==> config.mk <==
export PLATFORM = sky130hd
export DESIGN_NAME = seg_scan_driver_flat
export DESIGN_NICKNAME = d
export VERILOG_FILES = /design/src/rtl/seg_pkg.sv /design/src/rtl/seg_scan_driver_if.sv /design/src/rtl/seg_hex_decode.sv /design/src/rtl/seg_scan_driver.sv /design/src/flat_wrapper.sv
export SDC_FILE = /design/constraint.sdc
export NUM_CORES = 1
export LEC_CHECK = 0
export ABC_AREA = 1
export BUFFER_PORTS_ARGS = -buffer_cell sky130_fd_sc_hd__buf_4
export CAP_MARGIN = 25
export CORE_MARGIN = 8
export CORE_UTILIZATION = 34
export DETAILED_ROUTE_END_ITERATION = 12
export PLACE_DENSITY = 0.53
export SLEW_MARGIN = 5
export SYNTH_ARGS = -nofsm -noshare
export SYNTH_HDL_FRONTEND = slang
export SYNTH_HIERARCHICAL = 1
export SYNTH_SLANG_ARGS = --single-unit
==> constraint.sdc <==
create_clock -name clk -period 3.03 [get_ports clk]
set_clock_uncertainty 0.2 [all_clocks]
set_input_delay 0.606 -clock clk [delete_from_list [all_inputs] [get_ports clk]]
set_output_delay 0.606 -clock clk [all_outputs]
set_load 0.05 [all_outputs]
==> src/rtl/seg_pkg.sv <==
// Shared constants for the seven-segment scan driver: hex segment table and
// the all-off patterns for segments and digit enables.
package seg_pkg;

  localparam logic [7:0] SEG_BLANK = 8'hFF;
  localparam logic [3:0] AN_OFF    = 4'hF;

  // Active-low codes with the dp bit off; element n is the pattern for hex digit n.
  localparam logic [15:0][7:0] HEX_SEG = {
    8'h8E, 8'h86, 8'hA1, 8'hC6, 8'h83, 8'h88, 8'h90, 8'h80,
    8'hF8, 8'h82, 8'h92, 8'h99, 8'hB0, 8'hA4, 8'hF9, 8'hC0
  };

endpackage

==> src/rtl/seg_scan_driver_if.sv <==
// Display bus between the CPU top level (master) and the scan driver (slave).
interface seg_scan_driver_if;
  logic [31:0] data_in;
  logic        data_valid;
  logic        hi_sel;
  logic [3:0]  dp_mask;
  logic [3:0]  AN;
  logic [7:0]  seg;

  modport master (output data_in, data_valid, hi_sel, dp_mask, input AN, seg);
  modport slave  (input data_in, data_valid, hi_sel, dp_mask, output AN, seg);
endinterface

==> src/rtl/seg_hex_decode.sv <==
// Combinational hex nibble to active-low g..a segment pattern.
module seg_hex_decode
  import seg_pkg::*;
(
  input  logic [3:0] i_nibble,
  output logic [6:0] o_seg
);
  assign o_seg = HEX_SEG[i_nibble][6:0];
endmodule

==> src/rtl/seg_scan_driver.sv <==
// Four-digit time-multiplexed seven-segment driver with shadowed display word.
// Optional leading-zero blanking is enabled by defining SEG_LZ_BLANK_EN.
module seg_scan_driver
  import seg_pkg::*;
#(
  parameter int unsigned SCAN_DIV = 50000
) (
  input  logic             clk,
  input  logic             rst,
  seg_scan_driver_if.slave disp
);

  localparam int unsigned   PW       = (SCAN_DIV > 2) ? $clog2(SCAN_DIV) : 1;
  localparam logic [PW-1:0] PRE_LAST = PW'(SCAN_DIV - 1);

  logic [PW-1:0] r_pre;
  logic [1:0]    r_idx;
  logic [31:0]   r_shadow;
  logic [3:0]    r_an;
  logic [7:0]    r_seg;

  logic [15:0]   w_half;
  logic [15:0]   w_upper;
  logic [3:0]    w_nibble;
  logic [6:0]    w_hex;
  logic          w_blank;

  assign w_half   = disp.hi_sel ? r_shadow[31:16] : r_shadow[15:0];
  // Nibbles idx..3 of the selected half, right-aligned.
  assign w_upper  = w_half >> {r_idx, 2'b00};
  assign w_nibble = w_upper[3:0];

  seg_hex_decode u_dec (
    .i_nibble (w_nibble),
    .o_seg    (w_hex)
  );

`ifdef SEG_LZ_BLANK_EN
  assign w_blank = (r_idx != 2'd0) && (w_upper == '0) && !disp.dp_mask[r_idx];
`else
  assign w_blank = 1'b0;
`endif

  always_ff @(posedge clk) begin
    if (rst) begin
      r_pre    <= '0;
      r_idx    <= '0;
      r_shadow <= '0;
      r_an     <= AN_OFF;
      r_seg    <= SEG_BLANK;
    end else begin
      if (r_pre == PRE_LAST) begin
        r_pre <= '0;
        r_idx <= r_idx + 2'd1;
      end else begin
        r_pre <= r_pre + PW'(1);
      end

      if (disp.data_valid)
        r_shadow <= disp.data_in;

      // Outputs always reflect the pre-edge index, so a digit change lands one edge later.
      if (w_blank) begin
        r_an  <= AN_OFF;
        r_seg <= SEG_BLANK;
      end else begin
        r_an  <= ~(4'b0001 << r_idx);
        r_seg <= {~disp.dp_mask[r_idx], w_hex};
      end
    end
  end

  assign disp.AN  = r_an;
  assign disp.seg = r_seg;

endmodule

==> src/flat_wrapper.sv <==
// flat-port wrapper written by rule: the top's interface ports become plain ports
module seg_scan_driver_flat import seg_pkg::*;
#(
  parameter int unsigned SCAN_DIV = 50000
)
  (clk, rst, disp_data_in, disp_data_valid, disp_hi_sel, disp_dp_mask, disp_AN, disp_seg);
  seg_scan_driver_if disp_i ();
  input  logic clk;
  input  logic rst;
  input wire logic [$bits(disp_i.data_in)-1:0] disp_data_in;
  input wire logic [$bits(disp_i.data_valid)-1:0] disp_data_valid;
  input wire logic [$bits(disp_i.hi_sel)-1:0] disp_hi_sel;
  input wire logic [$bits(disp_i.dp_mask)-1:0] disp_dp_mask;
  output wire logic [$bits(disp_i.AN)-1:0] disp_AN;
  output wire logic [$bits(disp_i.seg)-1:0] disp_seg;
  assign disp_i.data_in = disp_data_in;
  assign disp_i.data_valid = disp_data_valid;
  assign disp_i.hi_sel = disp_hi_sel;
  assign disp_i.dp_mask = disp_dp_mask;
  assign disp_AN = disp_i.AN;
  assign disp_seg = disp_i.seg;
  seg_scan_driver #(.SCAN_DIV(SCAN_DIV)) u_core (.clk(clk), .rst(rst), .disp(disp_i));
endmodule
==> impl_metrics.tcl <==
set metrics [dict create \
    wl_mm 7.23 \
    synth_top_family_by_area "simple AND/OR/NAND/NOR gates" \
    dp_hpwl_mm 5.36 \
    p_seq_frac 0.496 \
    num_antenna_cells 0 \
    hp-class "register to register" \
    fin_crit_sh 0.848 \
    p_int_mw 1.28 \
    ant_nets 0 \
    fp.coreArea_um2 8550 \
    hold_violations 0 \
    grt-ovfl-total 0 \
    clockBufferDepth 2 \
    path_max_fanout 15 \
    ir_worst_vdd_mv 0.229 \
    route.detailed.drc 0 \
    ys_warn_count 6 \
    synthesis.nets 469 \
    hold_ws_ns 0.270 \
    clock-sinks 62 \
    drt-vias-per-instance 4.76 \
    drt_iter0_drc 165 \
    cts_buffers 9 \
    finalSetupViolCount 0 \
    fmax_ghz 0.389 \
    ctsHtreeMaxLevel 3 \
    end_kind "register" \
    synthAdderAreaFrac 0.0513 \
    grt_max_degree 34 \
    worst_slack_ns 0.460 \
    cts-root-buf "clkbuf_8" \
    leakage_nw 1.56 \
    status "completed" \
    p_comb_frac 0.145 \
    clkPwrFrac 0.359 \
    syn_inst 417 \
    synth_mux_area_frac 0 \
    timing.setup.tns_ns 0 \
    area.growth.synth_to_final_pct 21.6 \
    ios 52 \
    port-buffer-count 51 \
    cp_top_family "simple AND/OR/NAND/NOR gates" \
    vias 2754 \
    grt_usage 0.129 \
    yosys.area_share.simple 0.311 \
    fin_util 0.416 \
    p_sw_frac 0.283 \
    synth_xor_area_frac 0.0120 \
    std_cell_rows 34 \
    antenna_found_initial 0 \
    layout_common_cells "108 x nor2_1, 69 x nand2_1, 62 x dfxtp_1, 54 x buf_4, 53 x o21ai_0" \
    synthesis.area_um2 2930 \
    clkLatencyLatePin_ns 0.33 \
    die_h_um 109 \
    cts.clk_slew.worst_paths_ns 0.07 \
    finalCriticalPeriod_ns 2.57 \
    ys_ff_latch 62 \
    pre_cts_ws_ns 0.171 \
    cp-start-kind "register" \
    yosys.cell_types.count 28 \
    rsz0062_at_grt "no" \
    firstDrtPassIters 4 \
    critical_path_arrival_ns 2.59 \
    slew_violations 0 \
    critical_path_buf_inv_count 3 \
    cp_slowest_cell "dfxtp_1" \
    cellPowerDensity_nw_per_um2 500 \
    drive_above_1_share 0.189 \
    yosysTopAreaCellShare 0.424 \
    total_power_mw 1.78 \
    finalNetCount 517 \
    initial_core_util 0.342 \
    synthTopCellsByArea "dfxtp_1 42%, nor2_1 14%, o21ai_0 9.1%" \
    synth_top_area_cell "dfxtp_1" \
    grt_pass1_wl_mm 12.3 \
    die_w_um 109 \
    maxCapViolations 0 \
    max_stage_delay_ns 0.45 \
    slew_headroom 0.588 \
    die_area_um2 11800 \
    synth_compound_area_frac 0.137 \
    cp.required_ns 3.05 \
    synth.avg_cell_area_um2 7.02 \
    cpMostUsedCell "nand2_1" \
    tritoncts "built" \
    avgRoutedWirePerCell_um 12.5 \
    tightest_slew_ns 0.617 \
    postCtsHoldBufs 0 \
    ctsResizeCount 0 \
    gp_congestion 0.880 \
    switching_power_uw 504 \
    final_common_cell "nor2_1" \
    worstPathCellList "inv_1, o21ai_0, o22ai_1, nand2_1, nand2_1, inv_1, ha_1, inv_1, nand2_1, nand2_1, nand2_1, nand2_1, or2_2" \
    ys_seq_area_frac 0.424 \
    worstSetupPathType "register to register" \
    grt_pass1_vias 2685 \
    post-cts-setup-buffer-count 0 \
]
## worst paths after layout
kind                                start                            end  slack, ns  cells past startpoint
max          u_core/r_idx[0]$_SDFFE_PP0N_  u_core/disp.seg[3]$_SDFF_PP1_       0.46                     13
min            u_core/r_pre[0]$_SDFF_PP0_     u_core/r_pre[0]$_SDFF_PP0_       0.27                      1
max reg2reg  u_core/r_idx[0]$_SDFFE_PP0N_  u_core/disp.seg[3]$_SDFF_PP1_       0.46                     13
min reg2reg    u_core/r_pre[0]$_SDFF_PP0_     u_core/r_pre[0]$_SDFF_PP0_       0.27                      1
## worst register-to-register path: stages (launching register included)
cell	delay [ns]
dfxtp_1	0.45
inv_1	0.32
o21ai_0	0.18
o22ai_1	0.14
nand2_1	0.07
nand2_1	0.16
inv_1	0.13
ha_1	0.32
inv_1	0.04
nand2_1	0.04
nand2_1	0.06
nand2_1	0.05
nand2_1	0.04
or2_2	0.26
## power by group through the flow
stage / combinational, mW / clock, mW / sequential [mW]
CTS: 0.262 / 0.670 / 0.883
detailed placement: 0.260 / 0 / 0.901
global route: 0.295 / 0.707 / 0.887
finish: 0.258 / 0.640 / 0.883
floorplan: 0.131 / 0 / 0.935
global placement: 0.257 / 0 / 0.901
## state kept, by name, summed over array words and instances (netlist names)
signal	flops
u_core/r_idx	2
u_core/disp.AN	4
u_core/r_shadow	32
u_core/r_pre	16
u_core/disp.seg	8
## through the flow
step | cells | area, um^2
after CTS | 578 | 3560
final | 578 | 3560
after global placement | 562 | 3380
after global routing | 578 | 3560
after detailed placement | 562 | 3380
after floorplan | 417 | 2930
## logic make-up (layout without fill, tap and decap cells)
logic type | Yosys count | after routing
XOR/XNOR | 4 | 4
flip-flops | 62 | 62
AO/OA/AOI/OAI | 77 | 77
buffers and inverters | 45 | 98
AND/OR/NAND/NOR | 217 | 217
adder cells (fa/ha/maj) | 12 | 12
## layout make-up
type / instances / area, um^2
Clock inverter: 6 / 37.5
Sequential cell: 62 / 1240
Timing Repair Buffer: 54 / 405
Multi-Input combinational cell: 310 / 1500
Tap cell: 108 / 135
Inverter: 28 / 105
Clock buffer: 10 / 138
Fill cell: 924 / 4990
## cells in the mapped netlist, drive strengths merged
master / instances
a21oi: 10
nand3: 19
nand3b: 1
xnor2: 2
inv: 28
nand2: 72
nor3: 1
a31oi: 1
o21ai: 56
or2: 10
o22ai: 9
xor2: 2
ha: 12
o21bai: 1
clkbuf: 11
buf: 6
dfxtp: 62
nand4: 3
nor2: 111
## routing by layer
| layer | up-vias | share of wire | global-route usage |
|---|---|---|---|
| li1 | 1436 | - | - |
| met1 | 1252 | 0.50 | 0.172 |
| met2 | 56 | 0.44 | 0.193 |
| met3 | 10 | 0.053 | 0.0414 |
| met4 | 0 | 0.014 | 0.0430 |
| met5 | - | 0 | 0 |
No activity file was read; power rests on OpenSTA's default activity.
